===== config.mk =====
export PLATFORM = sky130hd
export DESIGN_NAME = pll_lock_supervisor
export DESIGN_NICKNAME = d
export VERILOG_FILES = /design/src/rtl/pll_ctrl_pkg.sv /design/src/rtl/sync_2ff.sv /design/src/rtl/pll_lock_supervisor.sv
export SDC_FILE = /design/constraint.sdc
export NUM_CORES = 1
export LEC_CHECK = 0
export BUFFER_PORTS_ARGS = -buffer_cell sky130_fd_sc_hd__buf_2
export CORE_ASPECT_RATIO = 2
export CORE_MARGIN = 3
export CORE_UTILIZATION = 40
export DETAILED_ROUTE_END_ITERATION = 12
export PLACE_DENSITY = 0.64
export SLEW_MARGIN = 20
export SYNTH_ARGS = -nofsm -noshare
export SYNTH_HDL_FRONTEND = slang
export SYNTH_SLANG_ARGS = --single-unit

===== constraint.sdc =====
create_clock -name clock_in -period 3.3 [get_ports clock_in]
set_input_delay 0.165 -clock clock_in [delete_from_list [all_inputs] [get_ports clock_in]]
set_output_delay 0.165 -clock clock_in [all_outputs]
set_load 0.02 [all_outputs]

===== src/rtl/pll_ctrl_pkg.sv =====
// Shared encodings and sizing helpers for the PLL lock supervisor.
// Latency: n/a (constants and elaboration-time functions only).
// Backpressure: n/a.
package pll_ctrl_pkg;

   localparam int STATE_W = 3;

   localparam logic [STATE_W-1:0] ST_HOLD   = 3'd0;
   localparam logic [STATE_W-1:0] ST_WAIT   = 3'd1;
   localparam logic [STATE_W-1:0] ST_SETTLE = 3'd2;
   localparam logic [STATE_W-1:0] ST_RUN    = 3'd3;
   localparam logic [STATE_W-1:0] ST_FAIL   = 3'd4;

   // One counter serves every timed state, so it is sized for the longest interval.
   // It only ever holds values up to (interval - 1).
   function automatic int cnt_width(input int a, input int b, input int c);
      int m;
      m = a;
      if (b > m) m = b;
      if (c > m) m = c;
      return (m > 1) ? $clog2(m) : 1;
   endfunction

   // Width that holds 0..max_retries inclusive.
   function automatic int ret_width(input int max_retries);
      return (max_retries > 0) ? $clog2(max_retries + 1) : 1;
   endfunction

endpackage


===== src/rtl/sync_2ff.sv =====
// Two-flop synchronizer for asynchronous status inputs, clears to 0 on reset.
// Latency: an input change is visible on q after the 2nd clk edge.
// Backpressure: none; level signal, narrow pulses may be lost.
module sync_2ff #(
   parameter int W = 1
) (
   input  logic         clk,
   input  logic         rst_n,
   input  logic [W-1:0] d,
   output logic [W-1:0] q
);

   logic [W-1:0] meta;

   // Capture the asynchronous input, then re-register it to settle metastability.
   always_ff @(posedge clk or negedge rst_n) begin
      if (!rst_n) begin
         meta <= '0;
         q    <= '0;
      end else begin
         meta <= d;
         q    <= meta;
      end
   end

endmodule


===== src/rtl/pll_lock_supervisor.sv =====
// Sequences SB_PLL40 RESETB/BYPASS from LOCK and gates the downstream system reset.
// Latency: pll_lock change reaches the FSM on the 3rd clock_in edge; outputs are registered.
// Backpressure: none; restart is accepted in any cycle and overrides everything else.
module pll_lock_supervisor
   import pll_ctrl_pkg::*;
#(
   parameter int RST_CYCLES    = 16,
   parameter int LOCK_TIMEOUT  = 100000,
   parameter int STABLE_CYCLES = 1024,
   parameter int MAX_RETRIES   = 3,
   parameter int LOST_W        = 8
) (
   input  logic                                clock_in,
   input  logic                                reset_n,
   input  logic                                pll_lock,
   input  logic                                restart,
   output logic                                pll_resetb,
   output logic                                pll_bypass,
   output logic                                sys_rst_n,
   output logic                                pll_ok,
   output logic                                fail,
   output logic [STATE_W-1:0]                  state,
   output logic [ret_width(MAX_RETRIES)-1:0]   retries,
   output logic [LOST_W-1:0]                   lost_count
);

   localparam int CNT_W = cnt_width(RST_CYCLES, LOCK_TIMEOUT, STABLE_CYCLES);
   localparam int RET_W = ret_width(MAX_RETRIES);

   localparam logic [CNT_W-1:0] RST_LAST    = CNT_W'(RST_CYCLES - 1);
   localparam logic [CNT_W-1:0] TIMEOUT_LAST = CNT_W'(LOCK_TIMEOUT - 1);
   localparam logic [CNT_W-1:0] STABLE_LAST = CNT_W'(STABLE_CYCLES - 1);
   localparam logic [RET_W-1:0] RET_MAX     = RET_W'(MAX_RETRIES);

   logic               lock_s;
   logic [CNT_W-1:0]   cnt;
   logic [CNT_W-1:0]   cnt_nxt;
   logic [STATE_W-1:0] state_nxt;
   logic [RET_W-1:0]   retries_nxt;
   logic               lost_inc;

   sync_2ff #(
      .W (1)
   ) u_lock_sync (
      .clk   (clock_in),
      .rst_n (reset_n),
      .d     (pll_lock),
      .q     (lock_s)
   );

   // Next-state, shared counter and retry bookkeeping; restart wins over every other event.
   always_comb begin
      state_nxt   = state;
      cnt_nxt     = cnt;
      retries_nxt = retries;
      lost_inc    = 1'b0;
      if (restart) begin
         state_nxt   = ST_HOLD;
         cnt_nxt     = '0;
         retries_nxt = '0;
      end else begin
         case (state)
            ST_HOLD: begin
               if (cnt == RST_LAST) begin
                  state_nxt = ST_WAIT;
                  cnt_nxt   = '0;
               end else begin
                  cnt_nxt = cnt + CNT_W'(1);
               end
            end
            ST_WAIT: begin
               if (lock_s) begin
                  state_nxt = ST_SETTLE;
                  cnt_nxt   = '0;
               end else if (cnt == TIMEOUT_LAST) begin
                  cnt_nxt = '0;
                  if (retries < RET_MAX) begin
                     retries_nxt = retries + RET_W'(1);
                     state_nxt   = ST_HOLD;
                  end else begin
                     state_nxt = ST_FAIL;
                  end
               end else begin
                  cnt_nxt = cnt + CNT_W'(1);
               end
            end
            ST_SETTLE: begin
               // A dropout restarts qualification but is not counted as a retry.
               if (!lock_s) begin
                  state_nxt = ST_WAIT;
                  cnt_nxt   = '0;
               end else if (cnt == STABLE_LAST) begin
                  state_nxt   = ST_RUN;
                  cnt_nxt     = '0;
                  retries_nxt = '0;
               end else begin
                  cnt_nxt = cnt + CNT_W'(1);
               end
            end
            ST_RUN: begin
               if (!lock_s) begin
                  state_nxt = ST_HOLD;
                  cnt_nxt   = '0;
                  lost_inc  = 1'b1;
               end
            end
            ST_FAIL: begin
               // Parked on the bypassed reference clock until restart or reset_n.
            end
            default: begin
               state_nxt = ST_HOLD;
               cnt_nxt   = '0;
            end
         endcase
      end
   end

   // State, counter and outputs; outputs decode the next state so they move on the transition edge.
   always_ff @(posedge clock_in or negedge reset_n) begin
      if (!reset_n) begin
         state      <= ST_HOLD;
         cnt        <= '0;
         retries    <= '0;
         lost_count <= '0;
         pll_resetb <= 1'b0;
         pll_bypass <= 1'b0;
         sys_rst_n  <= 1'b0;
         pll_ok     <= 1'b0;
         fail       <= 1'b0;
      end else begin
         state      <= state_nxt;
         cnt        <= cnt_nxt;
         retries    <= retries_nxt;
         pll_resetb <= (state_nxt == ST_WAIT) || (state_nxt == ST_SETTLE) ||
                       (state_nxt == ST_RUN);
         pll_bypass <= (state_nxt == ST_FAIL);
         sys_rst_n  <= (state_nxt == ST_RUN) || (state_nxt == ST_FAIL);
         pll_ok     <= (state_nxt == ST_RUN);
         fail       <= (state_nxt == ST_FAIL);
         if (lost_inc && (lost_count != {LOST_W{1'b1}})) begin
            lost_count <= lost_count + LOST_W'(1);
         end
      end
   end

endmodule


**Word-level counts from Yosys, hierarchy flattened**

Cells that the tools add are included.

- Bits in registers: 36
- Latch bits: 0
- RAM bits: 0
- ROM bits: 0
- Bits of input ports: 4
- Output and inout port bits: 18
- Logic and storage cells: 68
- Memories kept: 0

- Add/sub/neg operators: 3
- Multipliers: 0
- Div/mod/pow operators: 0
- $lt $le $gt $ge: 1
- Eq/ne operators: 19
- Shift-type cells: 0
- Mux-type cells: 27
- Bitwise gates (word level): 0
- Reductions and logical operators: 8

Operator list:

| operator | count |
|---|---|
| $mux W17 | 7 |
| $pmux W17 S5 | 1 |
| $mux W3 | 8 |
| $add A17 B1 Y17 const B | 1 |
| $eq A17 B10 Y1 const B | 1 |
| $eq A17 B17 Y1 const B | 1 |
| $eq A17 B4 Y1 const B | 1 |
| $ne A3 B3 Y1 const B | 5 |
| $pmux W3 S5 | 1 |
| $eq A3 B2 Y1 const B | 4 |
| $mux W2 | 6 |
| $add A8 B1 Y8 const B | 1 |
| $ne A8 B8 Y1 const B | 1 |
| $eq A3 B1 Y1 const B | 2 |
| $eq A3 B3 Y1 const B | 2 |
| $reduce_and A6 Y1 | 1 |
| $pmux W2 S2 | 1 |
| $logic_not A3 Y1 | 1 |
| $logic_or A1 B1 Y1 | 3 |
| $mux W1 | 3 |
| $ne A3 B2 Y1 const B | 1 |
| $reduce_bool A3 Y1 | 1 |
| $add A2 B1 Y2 const B | 1 |
| $lt A2 B2 Y1 const B | 1 |
| other kinds (3) | 3 |

**Logic depth before layout (Yosys ltp)**

- Depth after elaboration: 9
- Mapped depth: 8
- Gate-level depth less buffers: 7

**By module**

From an unflattened synthesis, not the netlist that was laid out.

- Cells, all modules: 181
- Area, all modules: 1914.3 µm²

Modules (own cells, without submodules):

| module | instances | cells each | area an instance (µm²) | sequential area each (µm²) |
|---|---|---|---|---|
| pll_lock_supervisor | 1 | 179 | 1864.3 | 850.8 |
| sync_2ff | 1 | 2 | 50.0 | 50.0 |

**Worst setup path before layout**

No wires, ideal clock.

- Path type: flip-flop to flip-flop
- Start: reg state[1]
- End: reg cnt[8]
- Library setup time: 135 ps
- Data arrival time: 1827 ps
- Data required time: 3165 ps
- Path slack: 1339 ps
- Cell stages (with the launch flop): 7
- Path buffers: 1
- Period minus slack after synthesis: 1961 ps
- Cell sequence: dfrtp_1 -> or3b_2 -> a21oi_1 -> buf_2 -> nand3b_1 -> xor2_1 -> nor2_1

- Longest elaborated chain between the ends: 3
- Elaborated cells on any way between the ends: 10
- Those cells by class: 6 x eq/ne; 2 x mux; 2 x reduce/logical

RTL lines:

| item | RTL line | RTL |
|---|---|---|
| start: declaration | pll_lock_supervisor.sv:22 | `output logic [STATE_W-1:0] state,` |
| start signal: assignment | pll_lock_supervisor.sv:131 | `state <= state_nxt;` |
| $eq A3 B3 Y1 (tied with other cells) | pll_lock_supervisor.sv:62 | `case (state)` |
| $pmux W17 S5 (tied with other cells) | pll_lock_supervisor.sv:62 |  |
| $mux W17 or $reduce_and A2 Y1 (tied branches) | - |  |
| end signal: assignment | pll_lock_supervisor.sv:132 | `cnt <= cnt_nxt;` |
| end: declaration | pll_lock_supervisor.sv:36 | `logic [CNT_W-1:0] cnt;` |

Parallel ways exist; a longest one is shown, timed or not.
A chain may end at the register's enable or synchronous reset.

**Worst setup path in the final report**

- Start: reg cnt[0]
- End: reg cnt[16]

- Longest elaborated chain between the ends: 5
- Elaborated cells on any way between the ends: 11
- Those cells by class: 1 x add/sub; 3 x eq/ne; 7 x mux

RTL lines:

| item | RTL line | RTL |
|---|---|---|
| $add A17 B1 Y17 (tied with other cells) | pll_lock_supervisor.sv:68, pll_lock_supervisor.sv:84, pll_lock_supervisor.sv:97 |  |
| $mux W17 (on tied branches) | pll_lock_supervisor.sv:92, pll_lock_supervisor.sv:75 |  |
| $mux W17 (on tied branches) | pll_lock_supervisor.sv:89, pll_lock_supervisor.sv:72 |  |
| $pmux W17 S5 * | pll_lock_supervisor.sv:62 |  |
| $mux W17 * | pll_lock_supervisor.sv:57 | `if (restart) begin` |

Every way passes the cells marked *; elsewhere a longest branch is shown, timed or not.

==> impl_results.md <==
- Final core area utilization: 47.5%
- CP Launch Type: flip-flop
- Number of vias in the routed layout: 1518
- Worst Setup Path Type: flip-flop to flip-flop
- Cell count after placement: 268
- Tmin final: 2.29 ns
- Cell Int Power: 0.624 mW
- Status: finished, final reports clean
- Primary FF master, synth: dfrtp_1
- Core area: 4640 um^2
- Initial DRC count: 35
- Crit path from: cnt[0]$_DFFE_PN0P_
- Peak per-stage delay on the critical path: 0.50 ns
- Slowest stage cell, crit path: o41ai_4
- # port buffers: 21
- Syn nets: 201
- Final setup margin: 1.01 ns
- Total congestion overflow: 0
- Clk buf depth: 2
- Share of cells above drive strength 1: 21.1%
- HP Start: restart
- Antenna Cells: 0
- TritonCTS Buffers: 5
- Design area: 2210 um^2
- WL met3: 116 um
- Sw Share: 22.3%
- Crit Path Max Fanout: 10
- CTS tree: yes
- Leak: 1.04 nW
- Post-DP HPWL: 3.15 mm
- Worst path cell trace: ha_1 > and3_2 > nand3_2 > o41ai_4 > nor2_2 > a211oi_4 > nor2_1
- DRT met1 WL: 1.59 mm
- Ys Warns: 0
- H-tree depth: 2
- Die Y: 104 um
- Max layer used: met4
- Synth cell types: 48
- PwrDens: 364 nW/um^2
- Die area: 5730 um^2
- Reg2Reg Setup Slack: 1.01 ns
- First-pass GRT wire length: 7.14 mm
- Clk root buf: clkbuf_8
- Endpoints failing setup: 0
- Largest net degree at the start of global routing: 37
- Top cells by count, synth: 36 x dfrtp_1, 26 x nor2_1, 20 x nand2_1
- Fillers: 475
- Final Cycle Share: 69.4%
- DP Area: 2090 um^2
- Die Span X: 55.1 um
- RSZ-0062 raised after global routing: false
- Seq cells post-synth: 36
- Setup tns final: 0 ns
- Required time of the critical path: 3.45 ns
- Clock network fraction of total power: 40.3%
- Hold Path Class: input pin to flip-flop
- Layout Nets: 229
- First drt pass iteration count: 6
- Cells after synthesis: 194
- Peak VDD IR: 0.352 mV
- Final Hold Viols: 0
- Sequential element share of the synthesized area: 46.8%
- CTS clk-pin slew, worst paths: 0.07 ns
- Area share of the largest cell type after synthesis: 46.8%
- Routed WL: 4.12 mm
- Synth area leaders: dfrtp_1 47%, nor2_1 5.1%, xnor2_1 4.5%, nand2_1 3.9%, xor2_1 3.6%
- Worst skew pair latency: 0.28 ns
- Worst reg-to-reg path cell count: 7
- Via/cell ratio: 5.46
- MaxCap Viol Count: 0
- Post-synth ARST share: 100%
- Initial Utilization: 41.5%
- Worst r2r src: cnt[0]$_DFFE_PN0P_
- Syn_area_per_cell: 9.93 um^2
- DR DRC count: 0
- Antenna Nets Post-Route: 0
- Num ports: 22
- Slew Limit Fails: 0
- Hold_ws: 0.153 ns
- Vias in the first global route: 1498
- Place WS: 1.00 ns
- Crit path DAT: 2.44 ns
- Final cell count without fillers: 278
- Synth area leader: dfrtp_1
- Slew margin rel.: 47.3%
- Synthesis-to-finish area growth: 14.6%
- Antenna violations before repair: 0
- Number of flops mapped to enable cells by yosys: 0
- Clock Sinks: 36
- Row count: 35
- Worst-Margin Slew: 0.791 ns
- Fmax: 436 MHz
- Reg2reg end: cnt[16]$_DFFE_PN0P_
- Hold buffers post-CTS: 2
- Combinational power share: 3.7%
- Setup Buffers After CTS: 0
- Mapped cell area: 1930 um^2
- Total power: 0.804 mW
- RD Place Congestion: 0.851
- Clk_skew: 0.00591 ns
- Worst setup path end: cnt[16]$_DFFE_PN0P_
- Drt wl/cell: 14.8 um
- Count leader, synth: dfrtp_1
- Part of the power in registers: 56.0%
- Post-CTS Resized: 0
- Met2 WL: 2.26 mm
- CP endpoint kind: flip-flop
- Total Routing Usage GR: 16.6%
- Switch Pwr: 0.179 mW
==> layout by cell type (no fill, tap or decap), drive strengths merged, types with 3 or more instances in the layout <==
| cell | count |
|---|---|
| dfrtp | 36 |
| nor2 | 27 |
| buf | 23 |
| nand2 | 20 |
| xnor2 | 10 |
| nand3 | 10 |
| xor2 | 8 |
| o21ai | 8 |
| and3 | 8 |
| nor3 | 7 |
| clkbuf | 7 |
| a21oi | 6 |
| inv | 6 |
| nand4 | 6 |
| nor4 | 4 |
| a21o | 3 |
| ha | 3 |
| or2 | 3 |
| o311ai | 3 |
==> flip-flops by register name (all words and copies together) (netlist names) <==
register          count
sys_rst_n             1
u_lock_sync.meta      1
pll_ok                1
lost_count            8
pll_resetb            1
state                 3
retries               2
fail                  1
u_lock_sync.q         1
cnt                  17
==> worst max-delay path: cells and delay by family, from the launching register on <==
family / cells / cell delay (ns)
AOI/OAI and AO/OA: 2 / 0.95
adders and majority gates: 1 / 0.20
DFF: 1 / 0.39
and+or+nand+nor: 4 / 0.63
==> how the worst min path moves through the flow <==
stage                                       endpoint  depth (start not counted)
after floorplan                   cnt[0]$_DFFE_PN0P_                          0
after global placement    u_lock_sync.meta$_DFF_PN0_                          1
after detailed placement  u_lock_sync.meta$_DFF_PN0_                          1
after CTS                     retries[0]$_DFFE_PN0P_                          2
after global routing          retries[0]$_DFFE_PN0P_                          2
final                         retries[0]$_DFFE_PN0P_                          2
==> per-layer routing <==
metal | vias up | GRT usage (%)
met5 | - | 0
met4 | 0 | 8.52
met3 | 13 | 2.87
met2 | 33 | 27.4
met1 | 729 | 19.3
li1 | 743 | -
==> power groups by stage <==
stage,logic (mW),registers [mW],clock network (mW)
final,0.0295,0.450,0.324
after global routing,0.0344,0.451,0.354
after CTS,0.0304,0.450,0.332
after detailed placement,0.0286,0.459,0
after global placement,0.0285,0.459,0
after floorplan,0.0131,0.458,0
==> final cells by class <==
type,count,area [um^2],share of cell area [%]
tap,55,68.8,3.12
sequential,36,901,40.8
inverter,6,22.5,1.02
clock inverter,1,7.51,0.340
clock buffer,7,86.3,3.91
timing repair buffer,25,140,6.35
multi-input combinational,148,981,44.4
==> cells by family (layout without fill, tap and decap cells) <==
family,after synthesis,count (layout),synth area share (%)
multiplexers,1,1,0.585
AND/OR/NAND/NOR,96,96,28.0
AO/OA/AOI/OAI,30,30,12.2
buffers and inverters,10,39,2.27
flip-flops,36,36,46.8
adder cells (fa/ha/maj),3,3,1.95
XOR/XNOR,18,18,8.19
Power figures use the tool's default switching activity.
